<file path="src/rtl/img_pkg.sv">
// Shared definitions for the filtered-frame read path.
// Holds the default image geometry, the streamer FSM state encoding and the
// layout of one output pixel beat.
package img_pkg;

  localparam int unsigned DEF_IMG_W = 256;
  localparam int unsigned DEF_IMG_H = 256;
  localparam int unsigned DEF_PIX_W = 8;
  localparam int unsigned DEF_AW    = 16;

  typedef enum logic [1:0] {
    IDLE  = 2'd0,
    ISSUE = 2'd1,
    DRAIN = 2'd2
  } state_t;

  typedef struct packed {
    logic [DEF_PIX_W-1:0] data;
    logic                 sof;
    logic                 eol;
    logic                 eof;
  } pix_beat_t;

endpackage

</file>
<file path="src/rtl/pix_fifo2.sv">
// Two-entry synchronous FIFO used as the skid buffer in front of the
// output stream. Push and pop in the same cycle are allowed while non-empty.
// Ports:
//   clk, rst_n  clock, asynchronous active-low reset
//   push        write push_data
//   push_data   entry to store
//   pop         discard the head entry (only while count != 0)
//   head        oldest entry (held stable until popped)
//   count       number of stored entries, 0..2
module pix_fifo2 #(
  parameter int unsigned W = 11
) (
  input  logic         clk,
  input  logic         rst_n,
  input  logic         push,
  input  logic [W-1:0] push_data,
  input  logic         pop,
  output logic [W-1:0] head,
  output logic [1:0]   count
);

  logic [1:0][W-1:0] mem;
  logic              wr_ptr;
  logic              rd_ptr;

  always_ff @(posedge clk or negedge rst_n) begin
    if (!rst_n) begin
      mem    <= '0;
      wr_ptr <= 1'b0;
      rd_ptr <= 1'b0;
      count  <= '0;
    end else begin
      if (push) begin
        mem[wr_ptr] <= push_data;
        wr_ptr      <= ~wr_ptr;
      end
      if (pop) begin
        rd_ptr <= ~rd_ptr;
      end
      case ({push, pop})
        2'b10:   count <= count + 2'd1;
        2'b01:   count <= count - 2'd1;
        default: count <= count;
      endcase
    end
  end

  assign head = mem[rd_ptr];

endmodule

</file>
<file path="src/rtl/frame_streamer.sv">
// Drains one completed frame from the filtered-frame RAM in raster order and
// presents it as a valid/ready pixel stream with sof/eol/eof flags.
// Ports:
//   clk, rst_n        clock, asynchronous active-low reset
//   start             stream one frame (sampled only when idle)
//   rd_en, rd_addr    RAM read strobe and address (y*IMG_W + x)
//   rd_data           RAM data, valid the cycle after rd_en
//   m_valid, m_ready  output handshake
//   m_data            pixel value
//   m_sof/m_eol/m_eof first pixel / last pixel of line / last pixel of frame
//   busy              frame in progress
//   done              one-cycle pulse after the eof beat is accepted
module frame_streamer
  import img_pkg::*;
#(
  parameter int unsigned IMG_W = DEF_IMG_W,
  parameter int unsigned IMG_H = DEF_IMG_H,
  parameter int unsigned PIX_W = DEF_PIX_W,
  parameter int unsigned AW    = DEF_AW
) (
  input  logic             clk,
  input  logic             rst_n,
  input  logic             start,
  output logic             rd_en,
  output logic [AW-1:0]    rd_addr,
  input  logic [PIX_W-1:0] rd_data,
  output logic             m_valid,
  input  logic             m_ready,
  output logic [PIX_W-1:0] m_data,
  output logic             m_sof,
  output logic             m_eol,
  output logic             m_eof,
  output logic             busy,
  output logic             done
);

  localparam int unsigned XW = (IMG_W > 1) ? $clog2(IMG_W) : 1;
  localparam int unsigned YW = (IMG_H > 1) ? $clog2(IMG_H) : 1;
  localparam int unsigned BW = PIX_W + 3;
  localparam logic [XW-1:0] X_LAST = XW'(IMG_W - 1);
  localparam logic [YW-1:0] Y_LAST = YW'(IMG_H - 1);
  localparam logic [AW-1:0] A_LAST = AW'(IMG_W * IMG_H - 1);

  state_t          state, state_nxt;
  logic [XW-1:0]   x_rd;
  logic [YW-1:0]   y_rd;
  logic            clear_rd;
  logic            pend;
  logic [2:0]      pend_flags;
  logic [BW-1:0]   head;
  logic [1:0]      count;
  logic            pop;
  logic [2:0]      level;

  pix_fifo2 #(.W(BW)) u_fifo (
    .clk       (clk),
    .rst_n     (rst_n),
    .push      (pend),
    .push_data ({rd_data, pend_flags}),
    .pop       (pop),
    .head      (head),
    .count     (count)
  );

  assign m_valid = (count != 2'd0);
  assign pop     = m_valid & m_ready;
  assign m_data  = head[BW-1:3];
  assign m_sof   = m_valid & head[2];
  assign m_eol   = m_valid & head[1];
  assign m_eof   = m_valid & head[0];
  assign busy    = (state != IDLE);

  // Slots committed after this edge: buffered + in flight - leaving now.
  // Keeping this below 2 guarantees the read landing next cycle has room.
  assign level = {1'b0, count} + {2'b00, pend} - {2'b00, pop};

  always_ff @(posedge clk or negedge rst_n) begin
    if (!rst_n) state <= IDLE;
    else        state <= state_nxt;
  end

  always_comb begin
    state_nxt = state;
    rd_en     = 1'b0;
    clear_rd  = 1'b0;
    unique case (state)
      IDLE: begin
        if (start) begin
          state_nxt = ISSUE;
          clear_rd  = 1'b1;
        end
      end
      ISSUE: begin
        rd_en = (level < 3'd2);
        if ((level < 3'd2) && (rd_addr == A_LAST)) state_nxt = DRAIN;
      end
      DRAIN: begin
        if (pop && m_eof) state_nxt = IDLE;
      end
      default: state_nxt = IDLE;
    endcase
  end

  always_ff @(posedge clk or negedge rst_n) begin
    if (!rst_n) begin
      rd_addr <= '0;
      x_rd    <= '0;
      y_rd    <= '0;
    end else if (clear_rd) begin
      rd_addr <= '0;
      x_rd    <= '0;
      y_rd    <= '0;
    end else if (rd_en) begin
      rd_addr <= rd_addr + AW'(1);
      if (x_rd == X_LAST) begin
        x_rd <= '0;
        y_rd <= y_rd + YW'(1);
      end else begin
        x_rd <= x_rd + XW'(1);
      end
    end
  end

  // Flags ride alongside the RAM latency so they land in the FIFO with data.
  always_ff @(posedge clk or negedge rst_n) begin
    if (!rst_n) begin
      pend       <= 1'b0;
      pend_flags <= '0;
      done       <= 1'b0;
    end else begin
      pend       <= rd_en;
      pend_flags <= {(x_rd == '0) && (y_rd == '0),
                     (x_rd == X_LAST),
                     (x_rd == X_LAST) && (y_rd == Y_LAST)};
      done       <= (state == DRAIN) && pop && m_eof;
    end
  end

endmodule

</file>
<file path="config.mk">
export PLATFORM = sky130hd
export DESIGN_NAME = frame_streamer
export DESIGN_NICKNAME = d
export VERILOG_FILES = /design/src/rtl/img_pkg.sv /design/src/rtl/pix_fifo2.sv /design/src/rtl/frame_streamer.sv
export SDC_FILE = /design/constraint.sdc
export NUM_CORES = 1
export LEC_CHECK = 0
export ABC_AREA = 1
export BUFFER_PORTS_ARGS = -buffer_cell sky130_fd_sc_hd__buf_2
export CAP_MARGIN = 20
export CORE_AREA = 3 3 111 113
export DETAILED_ROUTE_END_ITERATION = 12
export DIE_AREA = 0 0 114 116
export SETUP_SLACK_MARGIN = 0.3
export SYNTH_ARGS = -nofsm -noshare
export SYNTH_HDL_FRONTEND = slang
export SYNTH_SLANG_ARGS = --single-unit
</file>
<file path="constraint.sdc">
create_clock -name clk -period 4.9 [get_ports clk]
set_clock_uncertainty 0.2 [all_clocks]
set_input_delay 1.225 -clock clk [delete_from_list [all_inputs] [get_ports clk]]
set_output_delay 1.225 -clock clk [all_outputs]
set_load 0.01 [all_outputs]
</file>
# After elaboration in Yosys (flattened, before gate mapping)
# Index checks and enable logic that the tools add are counted.
[classes]
addsub = 7
mul = 0
div_mod_pow = 0
order_cmp = 4
eq_ne = 10
n_shift = 0
n_mux = 21
bitwise_logic = 6
n_reduce_logical = 17
[ops]
columns = ["cell", "n"]
rows = [
  ["$mux W8", 6],
  ["$mux W11", 3],
  ["$mux W16", 2],
  ["$bwmux W22", 1],
  ["$add A16 B1 Y16 const B", 1],
  ["$add A8 B1 Y8 const B", 2],
  ["$eq A16 B16 Y1 const B", 1],
  ["$eq A8 B8 Y1 const B", 2],
  ["$logic_not A8 Y1", 2],
  ["$demux W11 S1", 1],
  ["$reduce_bool A2 Y1", 5],
  ["$logic_and A1 B1 Y1", 7],
  ["$mux W2", 3],
  ["$ne A2 B2 Y1 const B", 3],
  ["$pmux W2 S3", 1],
  ["$and A1 B1 Y1", 4],
  ["$eq A2 B1 Y1 const B", 2],
  ["$eq A2 B2 Y1 const B", 2],
  ["$lt A1 B2 Y1 const B", 2],
  ["$pmux W2 S2", 1],
  ["$add A2 B1 Y3", 1],
  ["$lt A3 B2 Y1 const B", 1],
  ["$mux W1", 3],
  ["$reduce_and A3 Y1", 1],
  ["other kinds (7)", 8],
]
[totals]
register_bits = 65
latchBits = 0
mem_bits_rw = 0
mem_bits_ro = 0
input_bits = 12
mem_count = 0

# Depth between registers and ports, before layout
# Gate-level depths: netlist (run 1).
[depth]
ltp_word = 7
ltp_mapped = 16

# Hierarchy
# From an unflattened synthesis (run 1), not the netlist that was laid out.
[unflattened]
cells_unflattened = 477
hier_area_um2 = 3623.5
[modules_own_cells]
columns = ["mod", "instances", "cells_each", "area_per_inst_um2", "seq_area_each_um2"]
rows = [
  ["frame_streamer", 1, 338, 2418.6, 975.9],
  ["pix_fifo2", 1, 139, 1204.9, 650.6],
]

# Least setup slack after synthesis (run 1)
# OpenSTA, ideal clock, no wires.
[synth_path]
path_type = "input to output"
startpoint = "input m_ready"
endpoint = "output rd_en"
arrival_ps = 2529
slack_ps = 946
stages = 9
path_buffers = 1
cell_sequence = "nand2_1 -> inv_1 -> nand2_1 -> o21ai_0 -> nand2_1 -> fa_1 -> nand3_1 -> nor2_1 -> buf_2"
[synth_via]
elab_chain_len = 4
[synth_lines]
columns = ["item", "line", "source"]
rows = [
  ["start: declaration", "frame_streamer.sv:28", "input logic m_ready,"],
  ["$and A1 B1 Y1", "frame_streamer.sv:66", "assign pop = m_valid & m_ready;"],
  ["named net pop", "frame_streamer.sv:52", "logic pop;"],
  ["$sub A3 B1 Y3", "frame_streamer.sv:75", "assign level = {1'b0, count} + {2'b00, pend} - {2'b00, pop};"],
  ["$lt A3 B2 Y1", "frame_streamer.sv:94", "rd_en = (level < 3'd2);"],
  ["$mux W1", "frame_streamer.sv:86", "unique case (state)"],
  ["end: declaration", "frame_streamer.sv:24", "output logic rd_en,"],
]
# The timed path passes the listed nets, and every way through them passes these cells.

# Final worst setup path (run 1)
# Ends and elaborated chain as after synthesis.

==> results of run 1 <==
registers in the layout, summed over array words and instances, names as in the netlist:
register and count:
u_fifo.mem 22, rd_addr 16, x_rd 8, y_rd 8
pend_flags 3, state 2, u_fifo.count 2, done 1
pend 1, u_fifo.rd_ptr 1, u_fifo.wr_ptr 1
power by group through the flow:
stage	registers (mW)	logic (mW)	clock network, mW
detailed placement	0.847	0.782	0
floorplan	0.811	0.581	0
global route	0.866	0.891	0.724
finish	0.837	0.772	0.677
global placement	0.839	0.760	0
CTS	0.839	0.785	0.694
stage by stage:
| stage | utilization | instance area [um2] |
|---|---|---|
| after CTS | 0.361 | 4120 |
| final | 0.361 | 4120 |
| after global routing | 0.361 | 4120 |
| after global placement | 0.333 | 3800 |
| after floorplan | - | 3500 |
| after detailed placement | 0.333 | 3800 |
logic make-up (layout without fill, tap and decap cells):
logic type                 count (synthesis)  count (layout)
and+or+nand+nor                          242             242
buffers and inverters                     76             120
DFF                                       65              65
AOI/OAI and AO/OA                         59              59
adders and majority gates                  7               7
xor gates and xnor gates                   6               6
how the worst max path moves through the flow:
stage	start	to	slack, ns	cells past startpoint
2_1_floorplan	m_ready	rd_en	0.95	9
3_3_place_gp	m_ready	rd_en	0.70	10
3_5_place_dp	m_ready	rd_en	0.73	10
4_1_cts	m_ready	rd_en	0.72	10
5_1_grt	m_ready	rd_en	0.51	10
6_report	m_ready	rd_en	0.69	10
per-layer routing:
| layer | track usage | part of all wire |
|---|---|---|
| met1 | 0.169 | 0.47 |
| met2 | 0.205 | 0.46 |
| met3 | 0.0360 | 0.059 |
| met4 | 0.0530 | 0.0097 |
| met5 | 0 | 0 |
area by class of cell:
type / instances / area (um2) / area share
clock buffer: 12 / 246 / 0.0599
timing repair buffer: 44 / 225 / 0.0547
tap: 143 / 179 / 0.0435
inverter: 61 / 229 / 0.0556
sequential: 65 / 1630 / 0.395
multi-input combinational: 314 / 1550 / 0.375
clock inverter: 3 / 65.1 / 0.0158
critical path: cells and delay by family:
family / cells / cell delay, ns
adder cells (fa/ha/maj): 1 / 0.53
AND/OR/NAND/NOR: 5 / 0.57
AO/OA/AOI/OAI: 1 / 0.07
buffers and inverters: 3 / 0.38
cells in the final DEF, fill, tap and decap left out, drive strengths merged, types with 5 or more instances in the layout:
cell type	netlist	final
nand2	154	154
nor2	31	31
a21oi	11	11
inv	61	61
buf	10	44
nand3	30	30
clkbuf	5	12
dfrtp	65	65
ha	6	6
xor2	5	5
nand4	17	17
o21ai	45	45
==> run_results.csv, run 1 <==
group,metric,value,unit
worst_hold_path,hold_end,"done",
setup_path,arrival,2.79,ns
detailed_routing,viasPerCell,4.75,
floorplanning,start_util,0.306,
power_and_ir_drop,finalPower,2.29,mW
floorplanning,die_area,13200,um2
synthesis,syn_nets,474,
synthesis,synth_edf_count,0,
cts,cts_buffer_depth,2,
synthesis,ys_warn_count,0,
run_status,status,"complete, no violations",
power_and_ir_drop,power_frac_clock,0.296,
timing,final.setup.worst_slack,0.690,ns
synthesis,synth_top_cells_by_count,"nand2_1, dfrtp_1, inv_1, o21ai_0, nand3_1",
placed_design,place.gp.congestion,0.818,
cts,postCtsSetupBuffers,0,
detailed_routing,firstDrtPassIters,5,
setup_path,rr_worst_depth,12,
timing,rsz0062_at_grt,"no",
timing,clock.fmax,238,MHz
detailed_routing,wl_per_cell,12.4,um
synthesis,synth_compound_area_frac,0.0909,
synthesis,ys_types,31,
grt,antenna_found_initial,0,
synthesis,synth_simple_gate_area_frac,0.309,
synthesis,synthMuxAreaShare,0,
synthesis,synthArstFlopShare,1.00,
detailed_routing,drt-total-wl,7960,um
synthesis,synth.area.top_cells,"dfrtp_1, nand2_1, inv_1",
detailed_routing,ant_nets,0,
power_and_ir_drop,pwr-share-comb,0.338,
setup_path,path_class,"input port to output port",
timing,setup_violations,0,
setup_path,end_kind,"output port",
setup_path,r2r-end,"rd_addr[0]",
cts,root_buffer,"clkbuf_16",
placed_design,dpl.hpwl,5610,um
grt,grt_pass1_vias,2875,
cts,cts_resized,0,
layout,layout-drive-gt1-share,0.146,
timing,setup_tns,0,ns
synthesis,synth_xor_area_frac,0.0150,
timing,fin_crit,4.21,ns
layout,nFillCells,1162,
setup_path,required,3.47,ns
timing,slew_viol_final,0,
placed_design,placed_cells,627,
synthesis,ys_seq_elements,65,
floorplanning,die_y,116,um
synthesis,avgSynthCellArea,7.68,um2
cts,cts.clk_slew.worst_paths,0.05,ns
grt,grt_pass1_wl,13700,um
setup_path,crit_fanout,3,
floorplanning,num_rows,39,
setup_path,start_kind,"input port",
layout,diodes,0,
synthesis,synthCells,455,
run,maxCapViolations,0,
worst_hold_path,hold_depth,1,
detailed_routing,drt_iter0_drc,260,
synthesis,synthesis.area,3500,um2
cts,cts_made_buffers,9,
timing,tightest_slew,0.947,ns
synthesis,synth_seq_area_share,0.465,
power_and_ir_drop,ir_drop,235,uV
detailed_routing,post-route-drc-count,0,
grt,grt_max_degree,43,
power_and_ir_drop,sequentialPowerShare,0.366,
floorplanning,die_x,114,um
synthesis,synth_fa_ha_area_frac,0.0272,
power_and_ir_drop,cellInternalPower,1.41,mW
layout,final_cells,642,
cts,cts_tree,"built",
timing,post-route-period-util,0.859,
layout,area_delta_synth_final,17.8,%
power_and_ir_drop,switchingPower,0.876,mW
power_and_ir_drop,switching_share,0.383,
synthesis,synth_top_flop_cell,"dfrtp_1",
timing,slew_headroom,0.368,
setup_path,path_cells,"buf_2, nand2_1, inv_1, nand2_1, o21ai_0, nand2_1, fa_1, nand3_1, nor2_1, buf_2",
worst_hold_path,hp-class,"register to register",
setup_path,timing.rr.start,"u_fifo.count[1]",
cts,clock_latency,0.32,ns
synthesis,synth.most_common_cell,"nand2_1",
floorplanning,io_pins,43,
detailed_routing,route.vias.total,3052,
synthesis,synth_top_family_by_area,"simple AND/OR/NAND/NOR gates",
power_and_ir_drop,p_per_area,556,nW/um2
floorplanning,core_area,11400,um2
worst_hold_path,min-delay-start,"state[0]",
placed_design,numPortBuffers,42,
placed_design,pre_cts_ws,0.730,ns
setup_path,path_common_cell,"nand2_1",
timing,worst_hold_slack,0.250,ns
setup_path,crit_slowest_cell,"fa_1",
setup_path,reg2reg_setup_slack,1.97,ns
synthesis,synth_top_area_frac,0.465,
grt,gr-usage-all-layers,0.130,
cts,holdBufCountCts,0,
grt,grt_overflow,0,
setup_path,max_stage_delay,0.53,ns
layout,fin_nets,514,
cts,htreeDepth,3,
cts,clock_sinks,65,
synthesis,yosys.area.top_type,"dfrtp_1",
timing,hold_violations,0,
power_and_ir_drop,p_leak,2.15,nW
No activity file was read; power rests on OpenSTA's default activity.
==> run 2, diff against run 1 <==
Settings changed: PLACE_DENSITY set to 0.57.
==> run 2 against run 1 <==
  * Non-clock buffer count did not move
  * Power rose by 1.3%
  * Fmax decreased by 0.62%
  * Worst hold slack better by 0.0071 ns
  * Global-route usage decreased by 0.38 points
  * Design area up 0.46%
  * Highest routed layer unchanged
  * Via count is 1.7% lower
  * Register-to-register slack worse by 0.04 ns
  * Flip-flop and latch count stayed put
  * Clock power increased by 3.7%
  * Routed wire length decreased by 0.26%
==> run_results.csv, run 2 (same netlist as run 1, synthesis figures left out) <==
group,metric,value,unit
layout,final_common_cell,"nand2_1",
detailed_routing,wl_per_cell,12.3,um
cts,holdBufCountCts,0,
cts,cts_made_buffers,9,
layout,largest-register,"u_fifo.mem",
timing,tightest_slew,0.976,ns
power_and_ir_drop,ir_drop,278,uV
timing,hold_violations,0,
cts,postCtsSetupBuffers,0,
layout,largestRegisters,"u_fifo.mem: 22 flops, rd_addr: 16 flops",
placed_design,place_area,3800,um2
grt,grt_util_met2,0.187,
grt,grt_pass1_vias,2759,
floorplanning,start_util,0.306,
cts,clock_latency,0.33,ns
worst_hold_path,hp-class,"register to register",
cts,cts_buffer_depth,2,
run,maxCapViolations,0,
timing,setup_violations,0,
cts,cts.clk_slew.worst_paths,0.06,ns
cts,root_buffer,"clkbuf_16",
timing,final.setup.worst_slack,0.664,ns
power_and_ir_drop,p_leak,2.16,nW
cts,cts_tree,"built",
power_and_ir_drop,p_per_area,560,nW/um2
placed_design,pre_cts_ws,0.697,ns
grt,gr-usage-met1,0.171,
layout,fin_nets,514,
layout,nFillCells,1176,
layout,largest_register_ffs,22,
floorplanning,core_area,11400,um2
placed_design,numPortBuffers,42,
detailed_routing,firstDrtPassIters,6,
detailed_routing,post-route-drc-count,0,
layout,final_area,4140,um2
detailed_routing,drt_iter0_drc,256,
timing,fin_crit,4.24,ns
layout,layout-drive-gt1-share,0.152,
grt,met3_usage,0.0402,
placed_design,place.gp.congestion,0.840,
timing,slew_viol_final,0,
layout,area_delta_synth_final,18.3,%
layout,final_cell_mix,"nand2_1, dfrtp_1, inv_1, buf_2, o21ai_0",
placed_design,dpl.hpwl,5420,um
timing,post-route-period-util,0.865,
setup_path,start_kind,"input port",
floorplanning,io_pins,43,
timing,worst_hold_slack,0.257,ns
grt,busiest_layer,"met2",
setup_path,path_class,"input port to output port",
timing,clock.fmax,236,MHz
setup_path,arrival,2.81,ns
detailed_routing,viasPerCell,4.66,
grt,grt_pass1_wl,13300,um
cts,clock_sinks,65,
cts,cts_resized,0,
cts,htreeDepth,3,
setup_path,required,3.47,ns
detailed_routing,route.vias.total,2999,
run_status,status,"complete, no violations",
grt,gr-usage-all-layers,0.126,
grt,grt_max_degree,45,
timing,setup_tns,0,ns
floorplanning,die_y,116,um
detailed_routing,drt-total-wl,7940,um
floorplanning,num_rows,39,
timing,slew_headroom,0.349,
floorplanning,die_area,13200,um2
floorplanning,die_x,114,um
timing,rsz0062_at_grt,"no",
layout,diodes,0,
grt,grt_overflow,0,
grt,antenna_found_initial,0,
setup_path,crit_fanout,3,
setup_path,end_kind,"output port",
detailed_routing,ant_nets,0,
[run 2: changes by cell type in the layout (fill, tap and decap cells not counted), sizes merged]
| cell | change |
|---|---|
| clkinv | +3 |
| clkbuf | -2 |
[run 2: metal layers]
metal,up-vias,routed length (um)
met3,11,419
li1,1541,-
met5,-,0
met2,59,3570
met4,0,112
met1,1388,3830
[run 2: area by class of cell]
class / instances / area (um2) / share of cell area
sequential: 65 / 1630 / 0.393
multi-input combinational: 314 / 1550 / 0.374
clock buffer: 10 / 239 / 0.0578
inverter: 61 / 229 / 0.0554
timing repair buffer: 44 / 225 / 0.0545
tap: 143 / 179 / 0.0433
clock inverter: 6 / 91.3 / 0.0221
[run 2: power by group]
group | leakage, nW | switching, mW | total [mW] | internal (mW)
logic | 1.14 | 0.514 | 0.776 | 0.262
clock network | 0.163 | 0.241 | 0.702 | 0.461
registers | 0.850 | 0.145 | 0.838 | 0.693
[run 2: per-stage QoR]
stage	power, mW	std cells	utilization
2_1_floorplan	1.39	455	-
4_1_cts	2.35	643	0.362
3_3_place_gp	1.61	627	0.333
6_report	2.32	643	0.362
5_1_grt	2.51	643	0.362
3_5_place_dp	1.63	627	0.333
[run 2: worst max-delay path, cell delays in order]
cell	delay [ns]
buf_2	0.09
nand2_1	0.07
inv_1	0.10
nand2_1	0.07
o21ai_0	0.10
nand2_1	0.10
fa_1	0.53
nand3_1	0.11
nor2_1	0.23
buf_2	0.19
[run 2: path summary, 6_finish.rpt]
check	slack (ns)	cells after the start	from	to
setup / recovery	0.66	10	m_ready	rd_en
hold / removal	0.26	1	state[0]	done
setup reg to reg	1.93	12	u_fifo.count[1]	rd_addr[0]
hold reg to reg	0.26	1	state[0]	done
max in group asynchronous	2.78	2	rst_n	rd_addr[8]
min in group asynchronous	0.86	1	rst_n	u_fifo.mem[18]
